### src/rtl/game_timer_ctrl.sv
// game_timer_ctrl: game-state controller and 1 Hz timebase for the score display.
//
// Each raw button passes through a two-flop synchroniser and a debouncer. The
// rising edge of the debounced level is registered into a one-cycle press.
// The presses and the collision flag drive the IDLE/RUNNING/PAUSED/OVER FSM.
// A divider counter advances only while RUNNING and produces clk_1Hz.
//
// Optional feature macro: GAME_TIMER_PAUSE_EN builds the pause button path.
// Without it, btn_pause is ignored and PAUSED is unreachable.
//
// Parameters:
//   CLK_FREQ_HZ     board-clock cycles per clk_1Hz period (even, >= 4)
//   DEBOUNCE_CYCLES stable cycles needed to accept a button level (>= 1)
// Ports:
//   clk_100MHz  in   board clock, rising edge
//   reset       in   asynchronous, active-high
//   btn_start   in   raw start button
//   btn_pause   in   raw pause button
//   collision   in   synchronous level, ends the game
//   clk_1Hz     out  registered square wave, toggles only while RUNNING
//   status      out  registered, 1 while RUNNING
//   game_over   out  registered, 1 while OVER
//   score_clear out  registered one-cycle pulse on each new game
module game_timer_ctrl #(
  parameter int unsigned CLK_FREQ_HZ     = 100_000_000,
  parameter int unsigned DEBOUNCE_CYCLES = 1_000_000
) (
  input  logic clk_100MHz,
  input  logic reset,
  input  logic btn_start,
  input  logic btn_pause,
  input  logic collision,
  output logic clk_1Hz,
  output logic status,
  output logic game_over,
  output logic score_clear
);

`ifdef GAME_TIMER_PAUSE_EN
  localparam int unsigned NB = 2;
`else
  localparam int unsigned NB = 1;
`endif
  localparam int unsigned CNT_W = $clog2(CLK_FREQ_HZ);
  localparam int unsigned DB_W  = $clog2(DEBOUNCE_CYCLES + 1);

  typedef enum logic [1:0] {S_IDLE, S_RUN, S_PAUSE, S_OVER} state_t;

  // Button index 0 is start; index 1 (when built) is pause.
  logic [NB-1:0]   btn_raw;
  logic [NB-1:0]   sync1_q, sync2_q;
  logic [NB-1:0]   db_q, db_d, db_dly_q, press_q, press_d;
  logic [DB_W-1:0] db_cnt_q [NB];
  logic [DB_W-1:0] db_cnt_d [NB];
  logic            start_press, pause_press;

  state_t          state_q, state_d;
  logic [CNT_W-1:0] cnt_q, cnt_d;
  logic            clk_q, clk_d;
  logic            status_q, status_d;
  logic            over_q, over_d;
  logic            clear_q, clear_d;

`ifdef GAME_TIMER_PAUSE_EN
  assign btn_raw     = {btn_pause, btn_start};
  assign pause_press = press_q[1];
`else
  logic unused_btn_pause;
  assign unused_btn_pause = btn_pause;
  assign btn_raw          = btn_start;
  assign pause_press      = 1'b0;
`endif
  assign start_press = press_q[0];

  // Debounce: count consecutive cycles the synchronised level differs from the
  // accepted level; any return to the accepted level restarts the count.
  always_comb begin
    for (int i = 0; i < int'(NB); i++) begin
      db_cnt_d[i] = '0;
      db_d[i]     = db_q[i];
      if (sync2_q[i] != db_q[i]) begin
        if (db_cnt_q[i] == DB_W'(DEBOUNCE_CYCLES - 1)) begin
          db_d[i] = sync2_q[i];
        end else begin
          db_cnt_d[i] = db_cnt_q[i] + 1'b1;
        end
      end
    end
    press_d = db_q & ~db_dly_q;
  end

  // Game FSM and divider.
  always_comb begin
    state_d = state_q;
    cnt_d   = cnt_q;
    clk_d   = clk_q;
    clear_d = 1'b0;
    case (state_q)
      S_IDLE, S_OVER: begin
        cnt_d = '0;
        if (start_press) begin
          state_d = S_RUN;
          clear_d = 1'b1;
        end
      end
      S_RUN: begin
        if (collision) begin
          state_d = S_OVER;
          cnt_d   = '0;
        end else begin
          if (pause_press) state_d = S_PAUSE;
          // The cycle carrying the pause press still counts as running time.
          cnt_d = (cnt_q == CNT_W'(CLK_FREQ_HZ - 1)) ? '0 : cnt_q + 1'b1;
          if (cnt_q == CNT_W'(CLK_FREQ_HZ - 1)) begin
            clk_d = 1'b1;
          end else if (cnt_q == CNT_W'(CLK_FREQ_HZ / 2 - 1)) begin
            clk_d = 1'b0;
          end
        end
      end
      S_PAUSE: begin
        if (pause_press || start_press) state_d = S_RUN;
      end
    endcase
    if (state_d == S_IDLE || state_d == S_OVER) clk_d = 1'b0;
    status_d = (state_d == S_RUN);
    over_d   = (state_d == S_OVER);
  end

  always_ff @(posedge clk_100MHz or posedge reset) begin
    if (reset) begin
      sync1_q  <= '0;
      sync2_q  <= '0;
      db_q     <= '0;
      db_dly_q <= '0;
      press_q  <= '0;
      db_cnt_q <= '{default: '0};
      state_q  <= S_IDLE;
      cnt_q    <= '0;
      clk_q    <= 1'b0;
      status_q <= 1'b0;
      over_q   <= 1'b0;
      clear_q  <= 1'b0;
    end else begin
      sync1_q  <= btn_raw;
      sync2_q  <= sync1_q;
      db_q     <= db_d;
      db_dly_q <= db_q;
      press_q  <= press_d;
      db_cnt_q <= db_cnt_d;
      state_q  <= state_d;
      cnt_q    <= cnt_d;
      clk_q    <= clk_d;
      status_q <= status_d;
      over_q   <= over_d;
      clear_q  <= clear_d;
    end
  end

  assign clk_1Hz     = clk_q;
  assign status      = status_q;
  assign game_over   = over_q;
  assign score_clear = clear_q;

endmodule

### config.mk
export PLATFORM = sky130hd
export DESIGN_NAME = game_timer_ctrl
export DESIGN_NICKNAME = d
export VERILOG_FILES = /design/src/rtl/game_timer_ctrl.sv
export SDC_FILE = /design/constraint.sdc
export NUM_CORES = 1
export LEC_CHECK = 0
export ABC_AREA = 1
export CORE_ASPECT_RATIO = 0.6
export CORE_MARGIN = 3
export CORE_UTILIZATION = 50
export CTS_BUF_LIST = sky130_fd_sc_hd__clkbuf_16
export DETAILED_ROUTE_END_ITERATION = 8
export PLACE_DENSITY_LB_ADDON = 0.08
export SLEW_MARGIN = 0
export SYNTH_ARGS = -nofsm -noshare
export SYNTH_HDL_FRONTEND = slang
export SYNTH_SLANG_ARGS = --single-unit
### constraint.sdc
create_clock -name clk_100MHz -period 4.7 [get_ports clk_100MHz]
set_input_delay 0.94 -clock clk_100MHz [delete_from_list [all_inputs] [get_ports clk_100MHz]]
set_output_delay 0.94 -clock clk_100MHz [all_outputs]
set_load 0.005 [all_outputs]
==> results of run 1 <==
metrics by stage:
| stage | total power, mW | util [%] | setup WS, ns | hold WS, ns | instance area [um2] |
|---|---|---|---|---|---|
| 2_1_floorplan | 0.527 | - | 2.33 | 0.331 | 3300 |
| 3_3_place_gp | 0.536 | 55.3 | 2.35 | 0.333 | 3460 |
| 3_5_place_dp | 0.536 | 55.3 | 2.34 | 0.336 | 3460 |
| 4_1_cts | 1.16 | 59.7 | 2.51 | 0.348 | 3730 |
| 5_1_grt | 1.18 | 59.7 | 2.50 | 0.350 | 3730 |
| 6_report | 1.14 | 59.7 | 2.54 | 0.349 | 3730 |
layer usage:
metal / GRT usage (%) / vias to the layer above / wire (um)
met5: 0 / - / 0
met4: 7.83 / 0 / 31
met3: 7.41 / 4 / 541
met2: 23.6 / 75 / 2410
met1: 33.3 / 1240 / 4170
li1: - / 1405 / -
where the power goes:
group | internal (mW) | switching (mW)
logic | 0.00570 | 0.0157
registers | 0.503 | 0.00188
clock network | 0.397 | 0.213
registers in the layout, summed over array words and instances, names as in the netlist:
register / count
db_cnt_q: 20
state_q: 2
sync1_q: 1
status: 1
score_clear: 1
press_q: 1
game_over: 1
db_dly_q: 1
clk_1Hz: 1
sync2_q: 1
cnt_q: 27
db_q: 1
layout make-up:
| class | instances | share of cell area [%] |
|---|---|---|
| clock buffer | 9 | 6.04 |
| inverter | 62 | 6.37 |
| sequential | 58 | 38.9 |
| multi-input combinational | 317 | 42.5 |
| timing repair buffer | 8 | 2.08 |
| tap | 84 | 2.82 |
| clock inverter | 6 | 1.34 |
kinds of logic after synthesis:
family / Yosys count / share of synthesized area [%]
adder cells (fa/ha/maj): 6 / 2.27
AO/OA/AOI/OAI: 21 / 3.56
flip-flops: 58 / 43.9
buffers and inverters: 64 / 8.14
XOR/XNOR: 17 / 4.51
AND/OR/NAND/NOR: 273 / 37.6
cell usage in the layout, fill, tap and decap left out, drive strengths merged:
| master | count |
|---|---|
| dfrtp | 58 |
| buf | 1 |
| a21boi | 1 |
| o21ai | 7 |
| xor2 | 12 |
| and2 | 1 |
| a21oi | 8 |
| nand4 | 16 |
| ha | 6 |
| nand3b | 1 |
| bufinv | 1 |
| o21bai | 3 |
| nor3 | 11 |
| nor2 | 109 |
| clkbuf | 9 |
| o22ai | 1 |
| a31oi | 1 |
| nor3b | 1 |
| clkdlybuf4s50 | 7 |
| xnor2 | 5 |
| inv | 62 |
| clkinv | 5 |
| nand2 | 108 |
| nand3 | 26 |
worst max-delay path by stage:
stage | endpoint | cells past startpoint | slack (ns) | startpoint
after global placement | cnt_q[26]$_DFFE_PP0P_ | 6 | 2.35 | collision
after global routing | clk_1Hz | 1 | 2.50 | clk_1Hz$_DFFE_PP0P_
final | clk_1Hz | 1 | 2.54 | clk_1Hz$_DFFE_PP0P_
after detailed placement | cnt_q[26]$_DFFE_PP0P_ | 6 | 2.34 | collision
after floorplan | clk_1Hz$_DFFE_PP0P_ | 1 | 2.33 | reset
after CTS | clk_1Hz | 1 | 2.51 | clk_1Hz$_DFFE_PP0P_
==> results.cfg, run 1 <==
[status]
status = complete, no violations

[worst_setup_path]
crit_family = buffers and inverters
rr_endpoint = cnt_q[15]$_DFFE_PP0P_
critPathMaxFanout = 2
cp_cell_sequence = clkdlybuf4s50_1
reg2reg_from = state_q[0]$_DFF_PP0_
crit_type = reg2out
crit_path_end_kind = output pin
crit_required_ns = 3.76
slowest_delay_ns = 0.51
start_kind = flip-flop
worstRegToRegCells = 10
rrSetupSlack_ns = 2.69
path_buf_inv = 1
cp_slowest_cell = clkdlybuf4s50_1
arrival_ns = 1.22

[logic_synthesis]
syn_inst = 439
synth_common_cells = nand2_1, nor2_1, inv_1, dfrtp_1, nand3_1
ys_seq_area_share_pct = 43.9
yosys_warnings = 0
ys_async_sr_fraction_pct = 100
syn_area_per_cell_um2 = 7.53
yosysMostFrequentCell = nand2_1
yosysUniqueCellTypes = 30
synth_area_um2 = 3300
ys_ff_latch = 58
synth_ff_type = dfrtp_1
synth_top_cell_by_area = dfrtp_1
ys_top_cells_by_area = dfrtp_1, nand2_1, nor2_1
syn-num-nets = 450
yosysTopAreaCellShare_pct = 43.9
synth-edff-count = 0

[timing]
slew_headroom_pct = 55.4
rsz0062_at_grt = no
timing_hold_violations_final = 0
max_freq_mhz = 462
setup_viol_count_final = 0
finalCritPeriodShare_pct = 46.1
setup_tns_ns = 0
final.min_clock_period_ns = 2.16
fin_skew_ns = 0.00996
tightest_slew_ns = 0.668
drv_slew = 0

[clocking]
cts_setup_buffers = 0
numCtsBuffers = 9
clockBufferDepth = 2
htreeDepth = 3
clk_pin_slew_ns = 0.05
root_buffer = clkbuf_16
cts-hold-fix-buffers = 0
clk_latency_ns = 0.33
cts_tree = done
post_cts_resized = 0
clock-sinks = 58

[floorplan]
die_area_um2 = 7650
dieWidth_um = 111
start_util_pct = 52.9
io_pins = 9
core_area_um2 = 6250
die_h_um = 69.0
rows = 22

[route]
wl_per_cell_um = 13.1
num_vias = 2724
drt_wl_total_um = 7150
post-route-drc-count = 0
drtAntennaViolNets = 0
viasPerCell = 5.01
first_iter_violations = 303
first_pass_iters = 4

[power_and_ir_drop]
powerDensity_nw_per_um2 = 305
power_leakage_nw = 1.58
max-vdd-ir-drop_mv = 0.301

[global_routing]
antenna_found_initial = 0
track_usage_pct = 20.8
grt_start_max_net_pins = 32
grt_pass1_vias = 2354
grt_overflow = 0
grt_pass1_wl_um = 11900

[layout]
ff_latch_area_um2 = 1450
instances_no_fill = 544
fillers = 583
drive_gt1_share_pct = 10.0
multi_input_area_um2 = 1580
n_antenna_cell = 0
nets = 467
syn_to_final_growth_pct = 12.9

[place]
port_buffers = 7
dp.cells = 529
gp_congestion = 0.916
hpwl_um = 5320

[hold_path]
whs_endpoint = sync2_q$_DFF_PP0_
hold_start = sync1_q$_DFF_PP0_
min_path_cells = 0
min_path_type = reg2reg

[job]
drv_cap = 0
(Power assumes the default switching activity.)
==> run 2, diff against run 1 <==
clock period = 2.2 ns   (was 4.7 ns; I/O delays follow)
==> results.cfg, run 2 (synthesis results as in run 1) <==
[route]
drtAntennaViolNets = 0
viasPerCell = 5.13
num_vias = 2780
wl_met2_um = 2560
wl_met3_um = 681
wl_per_cell_um = 13.3
first_iter_violations = 274
first_pass_iters = 5
post-route-drc-count = 0
met1_length_um = 3910
top_layer = met4
drt_wl_total_um = 7230

[floorplan]
dieWidth_um = 111
rows = 22
start_util_pct = 52.9
io_pins = 9
core_area_um2 = 6250
die_area_um2 = 7650
die_h_um = 69.0

[place]
preCtsSetupSlack_ns = 0.324
port_buffers = 7
hpwl_um = 5380
gp_congestion = 0.907
dp.cells = 529
dpl_cell_area_um2 = 3470

[timing]
final.min_clock_period_ns = 1.92
setup_tns_ns = 0
setup_slack_ns = 0.282
fin_hold_ws_ns = 0.347
tightest_slew_ns = 0.412
fin_skew_ns = 0.00571
slew_headroom_pct = 72.4
timing_hold_violations_final = 0
setup_viol_count_final = 0
drv_slew = 0
rsz0062_at_grt = no
finalCritPeriodShare_pct = 87.2
max_freq_mhz = 521

[global_routing]
grt_pass1_wl_um = 12300
grt_overflow = 0
antenna_found_initial = 0
grt_start_max_net_pins = 59
track_usage_pct = 21.1
grt_pass1_vias = 2470

[clocking]
cts-hold-fix-buffers = 0
root_buffer = clkbuf_16
clk_pin_slew_ns = 0.05
clk_latency_ns = 0.32
post_cts_resized = 0
cts_setup_buffers = 0
clock-sinks = 58
clockBufferDepth = 2
numCtsBuffers = 9
cts_tree = done
htreeDepth = 3

[worst_setup_path]
crit_path_end_kind = flip-flop
start_kind = flip-flop
cp_cell_sequence = inv_1, ha_1, inv_2, nand2_2, nor2_2, nand3_2, nor2_2, nand3_1, nor2_1, nor2_1
path_buf_inv = 2
cp_slowest_cell = dfrtp_1
crit_type = reg2reg
crit_family = simple AND/OR/NAND/NOR gates
critPathMaxFanout = 8
crit_required_ns = 2.41
slowest_delay_ns = 0.38
arrival_ns = 2.13

[layout]
finalInstanceArea_um2 = 3710
layout_commonest_cell = nand2_1
drive_gt1_share_pct = 9.61
fillers = 546
top_regs = cnt_q x27, db_cnt_q x20, state_q x2
largest_register_ffs = 27
final_cell_mix = nand2_1, nor2_1, inv_1
syn_to_final_growth_pct = 12.2
instances_no_fill = 542
top_register = cnt_q
n_antenna_cell = 0
nets = 467
utilization_pct = 59.4

[power_and_ir_drop]
powerDensity_nw_per_um2 = 616
power.total_mw = 2.28
power_leakage_nw = 1.57
max-vdd-ir-drop_mv = 0.432

[job]
drv_cap = 0

[hold_path]
min_path_type = reg2reg

[status]
status = complete, no violations
run 2: worst paths after layout:
check,startpoint,to,slack [ns],depth (start not counted)
hold / removal,sync1_q$_DFF_PP0_,sync2_q$_DFF_PP0_,0.35,0
setup reg to reg,state_q[0]$_DFF_PP0_,cnt_q[15]$_DFFE_PP0P_,0.28,10
hold reg to reg,sync1_q$_DFF_PP0_,sync2_q$_DFF_PP0_,0.35,0
setup / recovery,state_q[0]$_DFF_PP0_,cnt_q[15]$_DFFE_PP0P_,0.28,10
max in group asynchronous,reset,db_cnt_q[16]$_DFF_PP0_,1.45,3
min in group asynchronous,reset,sync2_q$_DFF_PP0_,0.48,3
run 2: report_power, final:
| part | internal [mW] | switching, mW | leakage (nW) |
|---|---|---|---|
| logic | 0.0148 | 0.0339 | 0.643 |
| clock network | 0.722 | 0.432 | 0.125 |
| registers | 1.08 | 0.00403 | 0.804 |
run 2: area by class of cell:
| cell class | instances | area (um2) | share of cell area [%] |
|---|---|---|---|
| Clock buffer | 9 | 225 | 6.07 |
| Clock inverter | 4 | 15.0 | 0.405 |
| Inverter | 62 | 238 | 6.41 |
| Multi-Input combinational cell | 317 | 1580 | 42.7 |
| Sequential cell | 58 | 1450 | 39.1 |
| Tap cell | 84 | 105 | 2.83 |
| Timing Repair Buffer | 8 | 90.1 | 2.43 |
run 2: routing by layer:
| metal | up-vias | track usage [%] |
|---|---|---|
| li1 | 1404 | - |
| met4 | 0 | 9.83 |
| met1 | 1265 | 32.6 |
| met3 | 10 | 6.28 |
| met2 | 101 | 26.1 |
| met5 | - | 0 |
run 2: worst register-to-register path, delay by kind of cell (launching register included):
family	cells	cell delay, ns
AND/OR/NAND/NOR	7	0.92
flip-flops	1	0.38
buffers and inverters	2	0.26
adder cells (fa/ha/maj)	1	0.26
